<file path="config.mk">
export PLATFORM = sky130hd
export DESIGN_NAME = vip_packet_parser
export DESIGN_NICKNAME = d
export VERILOG_FILES = /design/src/rtl/vip_pkt_pkg.sv /design/src/rtl/vip_skid_buffer.sv /design/src/rtl/vip_packet_parser.sv
export SDC_FILE = /design/constraint.sdc
export NUM_CORES = 1
export LEC_CHECK = 0
export BUFFER_PORTS_ARGS = -buffer_cell sky130_fd_sc_hd__buf_2
export CAP_MARGIN = 20
export CORE_ASPECT_RATIO = 1.5
export CORE_MARGIN = 2
export CORE_UTILIZATION = 45
export CTS_CLUSTER_SIZE = 20
export DETAILED_ROUTE_END_ITERATION = 12
export GPL_ROUTABILITY_DRIVEN = 0
export PLACE_DENSITY_LB_ADDON = 0.12
export SLEW_MARGIN = 20
export SYNTH_ARGS = -nofsm -noshare
export SYNTH_HDL_FRONTEND = slang
export SYNTH_HIERARCHICAL = 1
export SYNTH_SLANG_ARGS = --single-unit
</file>
<file path="constraint.sdc">
create_clock -name clock -period 4.95 [get_ports clock]
set_input_delay 0.2475 -clock clock [delete_from_list [all_inputs] [get_ports clock]]
set_output_delay 0.2475 -clock clock [all_outputs]
set_load 0.02 [all_outputs]
</file>
<file path="src/rtl/vip_pkt_pkg.sv">
// Shared constants and types for the VIP packet parser: packet type codes,
// control-packet nibble lanes and the parser FSM state encoding.
package vip_pkt_pkg;

  localparam logic [3:0] PKT_VIDEO = 4'h0;
  localparam logic [3:0] PKT_CTRL  = 4'hF;

  // Bit offsets of the three control nibbles inside one 24-bit beat
  localparam int LANE0 = 0;
  localparam int LANE1 = 8;
  localparam int LANE2 = 16;

  typedef enum logic [2:0] {
    ST_IDLE    = 3'd0,
    ST_VIDEO   = 3'd1,
    ST_CTRL    = 3'd2,
    ST_DISCARD = 3'd3,
    ST_DROP    = 3'd4
  } state_t;

endpackage

</file>
<file path="src/rtl/vip_skid_buffer.sv">
// Two-entry in-order buffer between the parser and a ready-latency-0 source.
// Each entry holds {sop, eop, data}; a write and a pop may happen together.
module vip_skid_buffer #(
  parameter int W     = 26,
  parameter int DEPTH = 2
) (
  input  logic         clock,
  input  logic         aclr,
  input  logic         wr,
  input  logic [W-1:0] wr_data,
  output logic         full,
  output logic [1:0]   occupancy,
  output logic [W-1:0] src_data,
  output logic         src_valid,
  input  logic         src_ready
);

  localparam logic [1:0] FULL_LVL = 2'(DEPTH);

  logic [W-1:0] mem [2];
  logic         wr_ptr;
  logic         rd_ptr;
  logic         push;
  logic         pop;

  assign pop  = src_valid & src_ready;
  // When full, a same-cycle pop frees the slot the write lands in
  assign push = wr & (~full | pop);

  // NOTE: sequential state uses non-blocking assignments so every flop samples pre-edge values.
  always_ff @(posedge clock or posedge aclr) begin
    if (aclr) begin
      // NOTE: storage is reset so src_data reads 0 rather than X after aclr.
      mem[0]    <= '0;
      mem[1]    <= '0;
      wr_ptr    <= 1'b0;
      rd_ptr    <= 1'b0;
      occupancy <= 2'd0;
    end else begin
      if (push) begin
        mem[wr_ptr] <= wr_data;
        wr_ptr      <= ~wr_ptr;
      end
      if (pop) rd_ptr <= ~rd_ptr;
      case ({push, pop})
        2'b10:   occupancy <= occupancy + 2'd1;
        2'b01:   occupancy <= occupancy - 2'd1;
        default: occupancy <= occupancy;
      endcase
    end
  end

  assign full      = (occupancy == FULL_LVL);
  assign src_valid = (occupancy != 2'd0);
  assign src_data  = mem[rd_ptr];

endmodule

</file>
<file path="src/rtl/vip_packet_parser.sv">
// Avalon-ST Video packet parser: decodes VIP headers, latches geometry from
// control packets and re-frames video pixels to the latched width x height.
module vip_packet_parser
  import vip_pkt_pkg::*;
#(
  parameter int DATA_W    = 24,
  parameter int BUF_DEPTH = 2
) (
  input  logic              clock,
  input  logic              aclr,
  input  logic [DATA_W-1:0] sink_data,
  input  logic [1:0]        sink_empty,
  input  logic              sink_startofpacket,
  input  logic              sink_endofpacket,
  input  logic              sink_valid,
  output logic              sink_ready,
  output logic [DATA_W-1:0] src_data,
  output logic              src_startofpacket,
  output logic              src_endofpacket,
  output logic              src_valid,
  input  logic              src_ready,
  output logic [15:0]       frame_width,
  output logic [15:0]       frame_height,
  output logic [3:0]        interlace,
  output logic              ctrl_valid,
  output logic              frame_done,
  output logic              err_short,
  output logic              err_long,
  output logic [15:0]       frame_count
);

  state_t      state;
  logic [1:0]  ctrl_beat;
  logic [15:0] w_stage;
  logic [7:0]  h_stage;
  logic        ctrl_seen;
  logic [15:0] w_lat;
  logic [15:0] h_lat;
  logic [15:0] x;
  logic [15:0] y;
  logic        chk_en;
  logic        first_px;
  logic        drop_first;

  logic [1:0]  occupancy;
  logic        full;
  logic        wr;
  logic        wr_eop;
  logic        last_x;
  logic        last_y;
  logic        at_end;
  logic [3:0]  nib0;
  logic [3:0]  nib1;
  logic [3:0]  nib2;
  logic        unused_bits;

  assign unused_bits = ^{sink_empty, full};

  // A beat granted now can land next cycle, so count the one already in flight
  assign sink_ready = ~aclr & (({1'b0, occupancy} + {2'b00, sink_valid}) <= 3'd1);

  assign nib0   = sink_data[LANE0 +: 4];
  assign nib1   = sink_data[LANE1 +: 4];
  assign nib2   = sink_data[LANE2 +: 4];

  assign last_x = (x == w_lat - 16'd1);
  assign last_y = (y == h_lat - 16'd1);
  assign at_end = chk_en & last_x & last_y;
  assign wr     = (state == ST_VIDEO) & sink_valid;
  assign wr_eop = at_end | sink_endofpacket;

  vip_skid_buffer #(
    .W     (DATA_W + 2),
    .DEPTH (BUF_DEPTH)
  ) u_buf (
    .clock     (clock),
    .aclr      (aclr),
    .wr        (wr),
    .wr_data   ({first_px, wr_eop, sink_data}),
    .full      (full),
    .occupancy (occupancy),
    .src_data  ({src_startofpacket, src_endofpacket, src_data}),
    .src_valid (src_valid),
    .src_ready (src_ready)
  );

  always_ff @(posedge clock or posedge aclr) begin
    if (aclr) begin
      state        <= ST_IDLE;
      ctrl_beat    <= 2'd0;
      w_stage      <= 16'd0;
      h_stage      <= 8'd0;
      ctrl_seen    <= 1'b0;
      w_lat        <= 16'd0;
      h_lat        <= 16'd0;
      x            <= 16'd0;
      y            <= 16'd0;
      chk_en       <= 1'b0;
      first_px     <= 1'b0;
      drop_first   <= 1'b0;
      frame_width  <= 16'd0;
      frame_height <= 16'd0;
      interlace    <= 4'd0;
      ctrl_valid   <= 1'b0;
      frame_done   <= 1'b0;
      err_short    <= 1'b0;
      err_long     <= 1'b0;
      frame_count  <= 16'd0;
    end else begin
      ctrl_valid <= 1'b0;
      frame_done <= 1'b0;
      err_short  <= 1'b0;
      err_long   <= 1'b0;
      if (sink_valid) begin
        case (state)
          ST_IDLE: begin
            // Header beats that also carry eop are complete packets on their own
            if (sink_startofpacket && !sink_endofpacket) begin
              if (sink_data[3:0] == PKT_VIDEO) begin
                state    <= ST_VIDEO;
                w_lat    <= frame_width;
                h_lat    <= frame_height;
                chk_en   <= ctrl_seen & (frame_width != 16'd0) & (frame_height != 16'd0);
                x        <= 16'd0;
                y        <= 16'd0;
                first_px <= 1'b1;
              end else if (sink_data[3:0] == PKT_CTRL) begin
                state     <= ST_CTRL;
                ctrl_beat <= 2'd0;
              end else begin
                state <= ST_DISCARD;
              end
            end
          end
          ST_CTRL: begin
            case (ctrl_beat)
              2'd0: w_stage[15:4] <= {nib0, nib1, nib2};
              2'd1: begin
                w_stage[3:0] <= nib0;
                h_stage      <= {nib1, nib2};
              end
              2'd2: begin
                frame_width  <= w_stage;
                frame_height <= {h_stage, nib0, nib1};
                interlace    <= nib2;
                ctrl_valid   <= 1'b1;
                ctrl_seen    <= 1'b1;
              end
              default: ;
            endcase
            if (ctrl_beat != 2'd3) ctrl_beat <= ctrl_beat + 2'd1;
            if (sink_endofpacket) state <= ST_IDLE;
          end
          ST_VIDEO: begin
            first_px <= 1'b0;
            if (at_end) begin
              frame_done  <= 1'b1;
              frame_count <= frame_count + 16'd1;
              drop_first  <= 1'b1;
              state       <= sink_endofpacket ? ST_IDLE : ST_DROP;
            end else if (sink_endofpacket) begin
              frame_done <= 1'b1;
              if (chk_en) err_short <= 1'b1;
              else        frame_count <= frame_count + 16'd1;
              state <= ST_IDLE;
            end else if (last_x) begin
              x <= 16'd0;
              y <= y + 16'd1;
            end else begin
              x <= x + 16'd1;
            end
          end
          ST_DROP: begin
            if (drop_first) err_long <= 1'b1;
            drop_first <= 1'b0;
            if (sink_endofpacket) state <= ST_IDLE;
          end
          ST_DISCARD: begin
            if (sink_endofpacket) state <= ST_IDLE;
          end
          default: state <= ST_IDLE;
        endcase
      end
    end
  end

endmodule
</file>
### Word level (Yosys, flattened, before mapping)

Cells that the tools add are included.

* multiplexer cells: 52
* $add $sub $neg: 9
* reductions and logical operators: 26
* bitwise gates (word level): 16
* equal/unequal tests: 23
* div/mod/pow operators: 0
* multiply operators: 0
* shifts and indexed selects: 0
* magnitude comparators: 4

Operators by type and width (number)
* $mux W16: 11
* $mux W26: 4
* $pmux W16 S2: 2
* $bwmux W52: 1
* $add A16 B1 Y16 const B: 3
* $eq A16 B16 Y1: 2
* $reduce_bool A16 Y1: 2
* $sub A16 B1 Y16 const B: 2
* $demux W26 S1: 1
* $ne A2 B2 Y1 const B: 10
* $mux W1: 19
* $mux W3: 4
* $reduce_and A3 Y1: 4
* $reduce_and A4 Y1: 3
* $reduce_and A6 Y1: 2
* $reduce_bool A2 Y1: 6
* $mux W2: 5
* $pmux W3 S3: 1
* $and A1 B1 Y1: 8
* $pmux W2 S2: 2
* $reduce_and A7 Y1: 1
* $eq A2 B2 Y1 const B: 3
* $eq A3 B2 Y1 const B: 2
* $add A2 B1 Y2 const B: 2
* 21 further kinds: 30

* output and inout port bits: 84
* bits in latches: 0
* memories kept: 0
* logic and storage cells: 156
* ROM bits: 0
* RAM bits: 0
* register bits: 209

### Depth between registers and ports, before layout

Gate-level depths: netlist of run 1.

* depth in word-level cells: 7
* gate-level depth with buffers: 14
* mapped depth without buffers: 10

### Cells and area by module

Netlist of run 1, hierarchy kept.

Modules (own cells, without submodules)
* vip_packet_parser: cells each 824, instances 1, area each 8065.2 um2
* vip_skid_buffer: cells each 157, instances 1, area each 2472.4 um2

### Least setup slack after synthesis of run 1

OpenSTA, ideal clock, no wires.

* path kind: reg-to-reg
* start: register h_lat[5]
* end: register y[6]
* stages on the path, launching flop included: 11
* arrival time: 3.461 ns
* clock period less this slack: 3.586 ns
* buffers on the path: 2
* path slack: 1.364 ns
* required time: 4.825 ns
* path through: dfrtp_1 -> buf_6 -> or4_4 -> buf_6 -> or4b_2 -> xnor2_1 -> a2111o_1 -> or4b_4 -> o21a_1 -> nand4_1 -> mux2_2

* word-level cells in the longest chain between the ends: 5

RTL lines
* start: declaration: RTL line vip_packet_parser.sv:38 `logic [15:0] h_lat;`
* start signal: assignment: RTL line vip_packet_parser.sv:122 `h_lat <= frame_height;`
* $sub A16 B1 Y16: RTL line vip_packet_parser.sv:67 `assign last_y = (y == h_lat - 16'd1);`
* $eq A16 B16 Y1: RTL line vip_packet_parser.sv:67
* $and A1 B1 Y1: RTL line vip_packet_parser.sv:68 `assign at_end = chk_en & last_x & last_y;`
* $ne A2 B2 Y1 (no line)
* $reduce_and A7 Y1 (no line)
* end signal: assignment: RTL line vip_packet_parser.sv:168 `y <= y + 16'd1;`
* end: declaration: RTL line vip_packet_parser.sv:40 `logic [15:0] y;`

Every way passes these cells.
A chain may end at the register's enable or synchronous reset.

### Worst setup path in the final report of run 1

* start: register h_lat[4]
* end: register y[6]

Same word-level chain as after synthesis.

==> results by group, run 1 <==
Status
  – Status: finished clean

Clocking
  – Number of CTS-inserted buffers: 22
  – CTS clk-pin slew, worst paths: 70 ps
  – Clock buffer depth: 3
  – CTS root buf: clkbuf_16
  – CTS tree: yes
  – Post_cts resized: 0
  – # Post-CTS Setup Buffers: 0
  – Clk_lat worst skew: 510 ps
  – CTS sink cnt: 209
  – H-tree depth: 1
  – Hold buffer count at CTS: 14

STA
  – Min Tclk post-route: 3930 ps
  – Slew HR: 0.337
  – Fmax: 0.254 GHz
  – Final Max Slew Viols: 0
  – Period utilization: 0.794
  – Final setup skew: 17.6 ps
  – Worst Max-Slew Pin Slew: 990 ps
  – Final worst setup slack: 1020 ps
  – Final setup TNS: 0 ps
  – Unrepaired setup endpoints after global routing: false
  – Hold WS: 13.3 ps
  – Number of hold violations in the final report: 0
  – # setup viols final: 0

Floorplanning
  – Core area: 23,000 um^2
  – Ports: 116
  – Chip height: 191 um
  – Die Wd: 129 um
  – Initial Utilization: 0.458
  – Die Area: 24,700 um^2
  – FP Rows: 68

Global route
  – Antenna violations before repair: 0
  – Gr ovfl total: 0
  – All-Layer GR Usage: 0.210
  – Via count of the first global-routing pass: 7,847
  – Global-route wire length before repair: 41,600 um
  – Largest net degree at the start of global routing: 72

Setup path
  – Crit-path leading delay family: simple AND/OR/NAND/NOR gates
  – Worst path required time: 5340 ps
  – Critical Path Start Type: flip-flop
  – Slowest stage delay, CP: 700 ps
  – Crit-path max FO: 15
  – Buf+Inv Stages, Crit Path: 0
  – Worst r2r dst: y[6]
  – FF-to-FF setup slack: 1020 ps
  – Worst r2r src: h_lat[4]
  – R2R cell count: 8
  – Critical Path End Type: flip-flop
  – Setup CP Type: reg2reg
  – Critical path data arrival time: 4320 ps
  – Slowest cell on the critical path: or4b_2
  – CP Cell Sequence: or4_4 -> or4b_2 -> xnor2_1 -> a2111o_1 -> or4b_4 -> o21a_1 -> nand4_1 -> mux2_2

Power
  – Leak pwr: 5.86 nW
  – Maximum VDD drop: 481 uV
  – Pwr/cell area: 524 nW/um^2

Min path
  – Worst Hold Launch: sink_data[9]
  – Hold depth: 3
  – Worst Hold Class: in2reg
  – Min-Delay Endpoint: frame_height[1]

Drt
  – Post-DRT Antenna Nets: 0
  – Vias: 7,819
  – Top layer in use: met4
  – Met3 wire len: 1230 um
  – Wl on met1: 10,500 um
  – DR pass1 iterations: 5
  – Vias per cell: 5.63
  – Initial DRC count: 520
  – Met2 WL: 13,200 um
  – Final routed DRC violation total: 0
  – Drt total wl: 25,400 um
  – DR WL/cell: 18.3 um

Layout
  – Layout cell share with drive strength beyond 1: 0.290
  – Finished Core Util: 0.531
  – Synth-to-Final Area Change: 15.9%
  – # nets final: 1,137
  – Fin cells: 1,390
  – Ant diodes: 0

Synthesis
  – Cells after Synth: 980
  – Netlist Area Pre-Place: 10,500 um^2
  – Yosys warning total: 6
  – Syn_nets: 1,022
  – Avg Inst Size Synth: 10.7 um^2

Job
  – Max-cap check violation count: 0

Placed design
  – Placed insts: 1,336
  – Number of I/O port buffers: 113
  – Worst slack, placed: 1040 ps
  – HPWL after detailed placement: 18,000 um
[how the worst max path moves through the flow]
stage | depth (start not counted) | slack (ps) | endpoint | start
detailed placement | 8 | 1040 | y[6] | h_lat[4]
global placement | 8 | 1040 | y[6] | h_lat[4]
CTS | 8 | 1040 | y[6] | h_lat[4]
floorplan | 1 | 580 | chk_en | aclr
global route | 10 | 810 | y[7] | w_lat[0]
finish | 8 | 1020 | y[6] | h_lat[4]
[stage by stage]
step / cell area, um^2 / total power [mW]
6_report: 12200 / 6.40
3_3_place_gp: 11300 / 4.66
2_1_floorplan: 10500 / 4.07
5_1_grt: 12200 / 6.78
4_1_cts: 12200 / 6.49
3_5_place_dp: 11300 / 4.70
[final cells by class]
type                            instances  area (um^2)
Multi-Input combinational cell        691         4930
Sequential cell                       209         5230
Inverter                               31          121
Clock buffer                           26          606
Timing Repair Buffer                  140          801
Clock inverter                         13          164
Tap cell                              280          350
Fill cell                            2037        10800
[cells in the final DEF, fill, tap and decap left out, types with 7 or more instances in the layout]
cell type	instances
buf_2	113
nand3_1	30
or4_1	8
mux2_2	139
clkbuf_16	22
dfrtp_1	209
o21ai_1	11
dlygate4sd3_1	14
xnor2_1	41
ha_1	10
xor2_1	18
nor4_1	19
a211oi_1	7
nor3_1	14
a21oi_1	21
and3_1	27
inv_1	27
nor2_1	33
o41ai_1	9
nand2b_1	9
buf_4	12
nand4_1	22
nand2_1	146
o21ai_0	20
and2_1	12
[flip-flops by register name, indices dropped and copies added, names as in the netlist]
signal / flops
interlace: 4
frame_count: 16
frame_done: 1
chk_en: 1
y: 16
h_lat: 16
ctrl_beat: 2
w_lat: 16
u_buf/wr_ptr: 1
state: 3
u_buf/rd_ptr: 1
err_short: 1
w_stage: 16
u_buf/mem: 52
frame_height: 16
first_px: 1
err_long: 1
u_buf/occupancy: 2
h_stage: 8
ctrl_seen: 1
ctrl_valid: 1
frame_width: 16
drop_first: 1
x: 16
[layer usage]
| layer | GRT usage | vias up |
|---|---|---|
| met5 | 0 | - |
| met4 | 0.0573 | 0 |
| met3 | 0.0378 | 33 |
| met2 | 0.380 | 171 |
| met1 | 0.254 | 3875 |
| li1 | - | 3740 |
[worst reg2reg max path, stage by stage, from the launching register on]
cell and delay (ps):
dfrtp_1 460, or4_4 630, or4b_2 700, xnor2_1 170, a2111o_1 370, or4b_4 510
o21a_1 420, nand4_1 220, mux2_2 350
[report_power, final]
group	internal, mW	switching, mW	leakage (nW)
registers	2.19	0.386	2.73
logic	0.929	1.15	2.76
clock network	1.04	0.708	0.366
total	4.16	2.24	5.86
(Power assumes the default switching activity.)
==> inputs of run 2 (changes only) <==
Clock period 4.95 ns to 3.9 ns, I/O delays scaled along.
==> results by group, run 2 (same netlist as run 1, synthesis figures left out) <==
Drt
  – DR pass1 iterations: 4 (-1)
  – Post-DRT Antenna Nets: 0 (unchanged)
  – DR WL/cell: 18.5 um (+1.2%)
  – Drt total wl: 26,300 um (+3.2%)
  – Final routed DRC violation total: 0 (unchanged)
  – Vias: 7,912 (+1.2%)
  – Initial DRC count: 443 (-15%)
  – Vias per cell: 5.58 (-0.74%)

Setup path
  – Buf+Inv Stages, Crit Path: 1 (+1)
  – Crit path from: h_lat[4]
  – Crit-path max FO: 18 (+3)
  – Worst r2r dst: x[3]
  – Critical Path Start Type: flip-flop
  – CP Cell Sequence: or4_4 -> or4b_2 -> xnor2_1 -> a2111o_1 -> or4b_4 -> o21ai_4 -> buf_12 -> or4_1 -> nand3_1
  – FF-to-FF setup slack: 220 ps (-800 ps)
  – Worst r2r src: h_lat[4]
  – Slowest cell on the critical path: or4b_2
  – Critical Path End Type: flip-flop
  – Critical path data arrival time: 4070 ps (-250 ps)
  – Slowest stage delay, CP: 700 ps (about the same)
  – Crit-path leading delay family: simple AND/OR/NAND/NOR gates
  – Worst path required time: 4290 ps (-1050 ps)
  – Setup CP Type: reg2reg
  – R2R cell count: 9 (+1)

STA
  – Final Max Slew Viols: 0 (unchanged)
  – Min Tclk post-route: 3680 ps (-252 ps)
  – Unrepaired setup endpoints after global routing: false
  – Slew HR: 0.311 (-0.0262)
  – Period utilization: 0.944 (+0.149)
  – Final setup skew: 13.8 ps (-3.86 ps)
  – Number of hold violations in the final report: 0 (unchanged)
  – Hold WS: 7.88 ps (-5.38 ps)
  – Final setup TNS: 0 ps (unchanged)
  – # setup viols final: 0 (unchanged)
  – Worst Max-Slew Pin Slew: 1030 ps (+43.0 ps)
  – Final worst setup slack: 220 ps (-798 ps)
  – Fmax: 0.272 GHz (+6.9%)

Layout
  – Max reg flops: 52 (unchanged)
  – Design Area, Final: 12,400 um^2 (+1.8%)
  – Fillers: 2,068 (+1.5%)
  – Fin cells: 1,417 (+1.9%)
  – Synth-to-Final Area Change: 17.9%
  – Layout cell share with drive strength beyond 1: 0.297 (+0.00718)
  – Finished Core Util: 0.541 (+0.00937)
  – Ant diodes: 0 (unchanged)
  – Commonest non-fill, non-tap cell in the layout: dfrtp_1
  – # nets final: 1,162 (+2.2%)
  – Largest Register: u_buf/mem
  – Commonest cells after routing, fill and taps aside: 209 x dfrtp_1, 146 x nand2_1, 139 x mux2_2, 113 x buf_2, 41 x xnor2_1

Clocking
  – Clk_lat worst skew: 520 ps (about the same)
  – CTS tree: yes
  – Number of CTS-inserted buffers: 23 (+4.5%)
  – CTS clk-pin slew, worst paths: 60 ps (about the same)
  – # Post-CTS Setup Buffers: 0 (unchanged)
  – H-tree depth: 1 (unchanged)
  – CTS root buf: clkbuf_16
  – Clock buffer depth: 3 (unchanged)
  – CTS sink cnt: 209 (unchanged)

Placed design
  – Number of I/O port buffers: 113 (unchanged)
  – Placed insts: 1,352 (+1.2%)
  – Worst slack, placed: 253 ps (-788 ps)
  – Placed Instance Area: 11,400 um^2 (+1.3%)
  – HPWL after detailed placement: 18,200 um (+0.98%)

Floorplanning
  – Chip height: 191 um (unchanged)
  – FP Rows: 68 (unchanged)
  – Core area: 23,000 um^2 (unchanged)
  – Die Wd: 129 um (unchanged)
  – Ports: 116 (unchanged)
  – Die Area: 24,700 um^2 (unchanged)
  – Initial Utilization: 0.458 (unchanged)

Power
  – Overall Power: 8.15 mW (+27%)
  – Maximum VDD drop: 562 uV (+17%)
  – Leak pwr: 5.98 nW (+2.2%)
  – Pwr/cell area: 657 nW/um^2 (+25%)

Status
  – Status: finished clean

Global route
  – Gr ovfl total: 0 (unchanged)
  – Antenna violations before repair: 0 (unchanged)
  – Global-route wire length before repair: 42,300 um (+1.7%)
  – Via count of the first global-routing pass: 7,838 (-0.11%)
  – Largest net degree at the start of global routing: 154 (+110%)
  – All-Layer GR Usage: 0.214 (+0.00448)

Min path
  – Worst Hold Class: in2reg
  – Min-Delay Endpoint: frame_height[5]
  – Worst Hold Launch: sink_data[1]
  – Hold depth: 3 (unchanged)

Job
  – Max-cap check violation count: 0 (unchanged)
-- run 2: cell count changes in the layout (fill, tap and decap cells not counted), moves of 2 or more --
cell,previous run,this run
buf_4,12,26
bufinv_16,3,1
clkinvlp_4,5,3
dlygate4sd3_1,14,23
clkinv_2,4,6
clkbuf_1,0,2
buf_12,0,2
-- run 2: how the worst max path moves through the flow --
| stage | to | slack (ps) | cells past startpoint |
|---|---|---|---|
| after floorplan | y[6] | 310 | 10 |
| after global placement | x[3] | 290 | 9 |
| after detailed placement | x[3] | 250 | 9 |
| after CTS | x[3] | 240 | 9 |
| after global routing | y[3] | 80 | 9 |
| final | x[3] | 220 | 9 |
-- run 2: metal layers --
metal | vias to the layer above | global-route usage | share of wire
met2 | 143 | 0.382 | 0.51
met4 | 0 | 0.0640 | 0.026
met5 | - | 0 | 0
li1 | 3792 | - | -
met1 | 3938 | 0.264 | 0.42
met3 | 39 | 0.0378 | 0.045
-- run 2: worst register-to-register path: stages, from the launching register on --
cell,delay [ps]
dfrtp_1,450
or4_4,620
or4b_2,700
xnor2_1,170
a2111o_1,370
or4b_4,520
o21ai_4,310
buf_12,200
or4_1,130
nand3_1,70
-- run 2: area by class of cell --
class / instances / area [um^2] / area share
Timing Repair Buffer: 164 / 1030 / 0.0830
Clock inverter: 12 / 104 / 0.00836
Sequential cell: 209 / 5230 / 0.421
Inverter: 31 / 120 / 0.00967
Multi-Input combinational cell: 691 / 4930 / 0.397
Clock buffer: 30 / 652 / 0.0525
Tap cell: 280 / 350 / 0.0282
-- run 2: timing repair --
| action | CTS | global route |
|---|---|---|
| resized for setup | 0 | 0 |
| hold endpoints to repair | 91 | 0 |
| hold buffers | 23 | 0 |
-- run 2: power by group --
part / switching [mW] / total (mW) / leakage, nW / internal, mW
sequential: 0.546 / 3.33 / 2.73 / 2.78
clock: 0.908 / 2.16 / 0.375 / 1.25
combinational: 1.44 / 2.66 / 2.88 / 1.22
total: 2.89 / 8.15 / 5.98 / 5.26
==> inputs of run 3 (changes only) <==
Settings changed: CORE_ASPECT_RATIO 1.5 to default, CTS_CLUSTER_SIZE 20 to 14, SYNTH_HIERARCHICAL 1 to default.
==> results by group, run 3 <==
Setup path
  – Slowest cell on the critical path: or4b_2
  – Critical path data arrival time: 4060 ps (about the same)
  – Critical Path Stages: 11 (+2)
  – Critical Path End Type: flip-flop
  – CP Cell Sequence: inv_1 -> ha_1 -> or4b_2 -> nor3_2 -> o22ai_1 -> a2111oi_1 -> nand4_1 -> nor4_4 -> o21ai_4 -> nor4_1 -> xnor2_1
  – Crit-path max FO: 16 (-2)
  – Crit-path leading delay family: simple AND/OR/NAND/NOR gates
  – Setup CP Type: reg2reg
  – Slowest stage delay, CP: 670 ps (-30 ps)
  – R2R cell count: 11 (+2)
  – Worst path required time: 4350 ps (+60 ps)
  – Critical Path Start Type: flip-flop
  – Buf+Inv Stages, Crit Path: 1 (unchanged)

Placed design
  – HPWL after detailed placement: 17,100 um (-6.1%)
  – Worst slack, placed: 204 ps (-49.0 ps)
  – Number of I/O port buffers: 113 (unchanged)

Layout
  – Largest Register: u_buf.mem
  – Storage cell area: 5230 um^2 (unchanged)
  – Layout cell share with drive strength beyond 1: 0.313 (+0.0156)
  – Fillers: 1,995 (-3.5%)
  – Multi-input gate area: 4840 um^2 (-1.8%)
  – Commonest cells after routing, fill and taps aside: 209 x dfrtp_1, 138 x mux2_2, 128 x nand2_1, 113 x buf_2, 48 x nor2_1
  – Ant diodes: 0 (unchanged)
  – Commonest non-fill, non-tap cell in the layout: dfrtp_1
  – Max reg flops: 52 (unchanged)
  – # nets final: 1,134 (-2.4%)
  – Synth-to-Final Area Change: 18.7%

Status
  – Status: finished clean

Synthesis
  – Synth cell count leaders: 209 x dfrtp_1, 138 x mux2_2, 128 x nand2_1
  – Synth top area share: 0.505
  – Cells after Synth: 955 (-2.6%)
  – Netlist Area Pre-Place: 10,400 um^2 (-1.6%)
  – Dominant cell by count in the synthesized netlist: dfrtp_1
  – Flops & latches, synth: 209
  – Avg Inst Size Synth: 10.8 um^2 (+0.94%)
  – Library cells used by synthesis: 72
  – Synth top area cells: dfrtp_1 50%, mux2_2 15%, nand2_1 4.6%, xnor2_1 2.6%, xor2_1 2.5%
  – Syn_nets: 997 (-2.4%)
  – Post-synth EDFFs: 0
  – Asr flop ratio synth: 1.00
  – Sequential fraction of the synthesis area: 0.505
  – Yosys warning total: 0 (-6)
  – Cell taking the most area after synthesis: dfrtp_1
  – Post-synth top flop: dfrtp_1

Floorplanning
  – Die Wd: 156 um (+21%)
  – Die Area: 24,200 um^2 (-1.7%)
  – Initial Utilization: 0.457 (-0.000913)
  – Ports: 116 (unchanged)
  – FP Rows: 55 (-19%)
  – Core area: 22,600 um^2 (-1.4%)
  – Chip height: 156 um (-19%)

STA
  – Final setup skew: 16.3 ps (+2.57 ps)
  – Min Tclk post-route: 3620 ps (-62.0 ps)
  – # setup viols final: 0 (unchanged)
  – Slew HR: 0.453 (+0.142)
  – Period utilization: 0.928 (-0.0159)
  – Fmax: 0.276 GHz (+1.7%)
  – Number of hold violations in the final report: 0 (unchanged)
  – Unrepaired setup endpoints after global routing: false
  – Final setup TNS: 0 ps (unchanged)
  – Hold WS: 4.94 ps (-2.94 ps)
  – Final Max Slew Viols: 0 (unchanged)
  – Final worst setup slack: 282 ps (+62.0 ps)
  – Worst Max-Slew Pin Slew: 813 ps (-221 ps)

Power
  – Sequential power share: 0.405 (-0.003)
  – Comb power frac: 0.299 (-0.027)
  – Switch share: 0.322 (-0.0330)
  – Switching power: 2.41 mW (-17%)
  – Leak pwr: 5.88 nW (-1.7%)
  – Internal power: 5.08 mW (-3.5%)
  – Clock share of power: 0.296 (+0.031)
  – Maximum VDD drop: 639 uV (+14%)
  – Pwr/cell area: 608 nW/um^2 (-7.3%)

Drt
  – Vias per cell: 5.48 (-1.8%)
  – Post-DRT Antenna Nets: 0 (unchanged)
  – Vias: 7,642 (-3.4%)
  – Drt total wl: 24,400 um (-7.1%)
  – Final routed DRC violation total: 0 (unchanged)
  – Initial DRC count: 420 (-5.2%)
  – DR WL/cell: 17.5 um (-5.6%)
  – DR pass1 iterations: 5 (+1)

Clocking
  – CTS root buf: clkbuf_16
  – H-tree depth: 1 (unchanged)
  – CTS clk-pin slew, worst paths: 60 ps (about the same)
  – Clk_lat worst skew: 530 ps (about the same)
  – CTS sink cnt: 209 (unchanged)
  – CTS tree: yes
  – Clock buffer depth: 3 (unchanged)
  – Number of CTS-inserted buffers: 24 (+4.3%)

Global route
  – All-Layer GR Usage: 0.203 (-0.0111)
  – Gr ovfl total: 0 (unchanged)
  – Antenna violations before repair: 1 (+1)
  – Largest net degree at the start of global routing: 54 (-65%)
  – Via count of the first global-routing pass: 7,298 (-6.9%)
  – Global-route wire length before repair: 39,700 um (-6.2%)

Min path
  – Worst Hold Class: in2reg
  – Hold depth: 2 (-1)

Job
  – Max-cap check violation count: 0 (unchanged)
==> run 3: final cells by class <==
| type | count | area share |
|---|---|---|
| flip-flops and latches | 209 | 0.425 |
| multi-input cells | 674 | 0.394 |
| repair buffers | 156 | 0.0794 |
| clock buffers | 37 | 0.0577 |
| well taps | 285 | 0.0290 |
| inverters | 27 | 0.00855 |
| clock inverters | 6 | 0.00651 |
==> run 3: stage by stage <==
| step | std cells | total power, mW | util | instance area, um^2 |
|---|---|---|---|---|
| after floorplan | 955 | 4.65 | - | 10400 |
| after global placement | 1329 | 5.24 | 0.497 | 11300 |
| after detailed placement | 1329 | 5.30 | 0.497 | 11300 |
| after CTS | 1392 | 7.56 | 0.541 | 12300 |
| after global routing | 1394 | 7.91 | 0.543 | 12300 |
| final | 1394 | 7.48 | 0.543 | 12300 |
==> run 3: cell families (layout without fill, tap and decap cells) <==
kind of cell               Yosys count  in the layout  share of synthesized area
buffers and inverters               72            226                     0.0306
adders and majority gates           10             10                     0.0121
and+or+nand+nor                    338            338                      0.165
xor gates and xnor gates            60             60                     0.0507
AOI/OAI and AO/OA                  126            126                     0.0843
DFF                                209            209                      0.505
muxes                              140            140                      0.152
==> run 3: power by group through the flow <==
stage | logic (mW) | clock network (mW) | registers [mW]
detailed placement | 2.24 | 0 | 3.06
CTS | 2.26 | 2.28 | 3.02
finish | 2.24 | 2.22 | 3.03
global placement | 2.20 | 0 | 3.04
floorplan | 1.67 | 0 | 2.98
global route | 2.45 | 2.36 | 3.10
==> run 3: layer usage <==
metal  vias to the layer above  wire, um  share of wire  track usage
met3                        31      1370          0.056       0.0472
li1                       3673         -              -            -
met1                      3775     11500           0.47        0.288
met2                       161     11100           0.46        0.321
met5                         -        11        0.00045            0
met4                         2       409          0.017       0.0441
==> run 3: repair_timing <==
action / in CTS / in global routing
endpoints found under the setup margin: 0 / 15
resized for setup: 0 / 4
hold buffers: 20 / 0
buffers inserted: 0 / 1
endpoints found under the hold margin: 81 / 0
==> run 3: final timing paths <==
kind                            startpoint                  to  slack, ps
setup / recovery                  h_lat[0]      frame_count[9]        280
hold / removal               sink_data[17]       u_buf.mem[17]          5
setup reg to reg                  h_lat[0]      frame_count[9]        280
hold reg to reg            frame_count[15]     frame_count[15]        460
max in group asynchronous             aclr       u_buf.mem[30]       2700
min in group asynchronous             aclr  u_buf.occupancy[1]        210
==> run 3: worst register-to-register path, stage by stage, from the launching register on <==
cell and delay [ps]:
dfrtp_1 410, inv_1 110, ha_1 210, or4b_2 670
nor3_2 210, o22ai_1 130, a2111oi_1 400, nand4_1 230
nor4_4 450, o21ai_4 220, nor4_1 360, xnor2_1 160
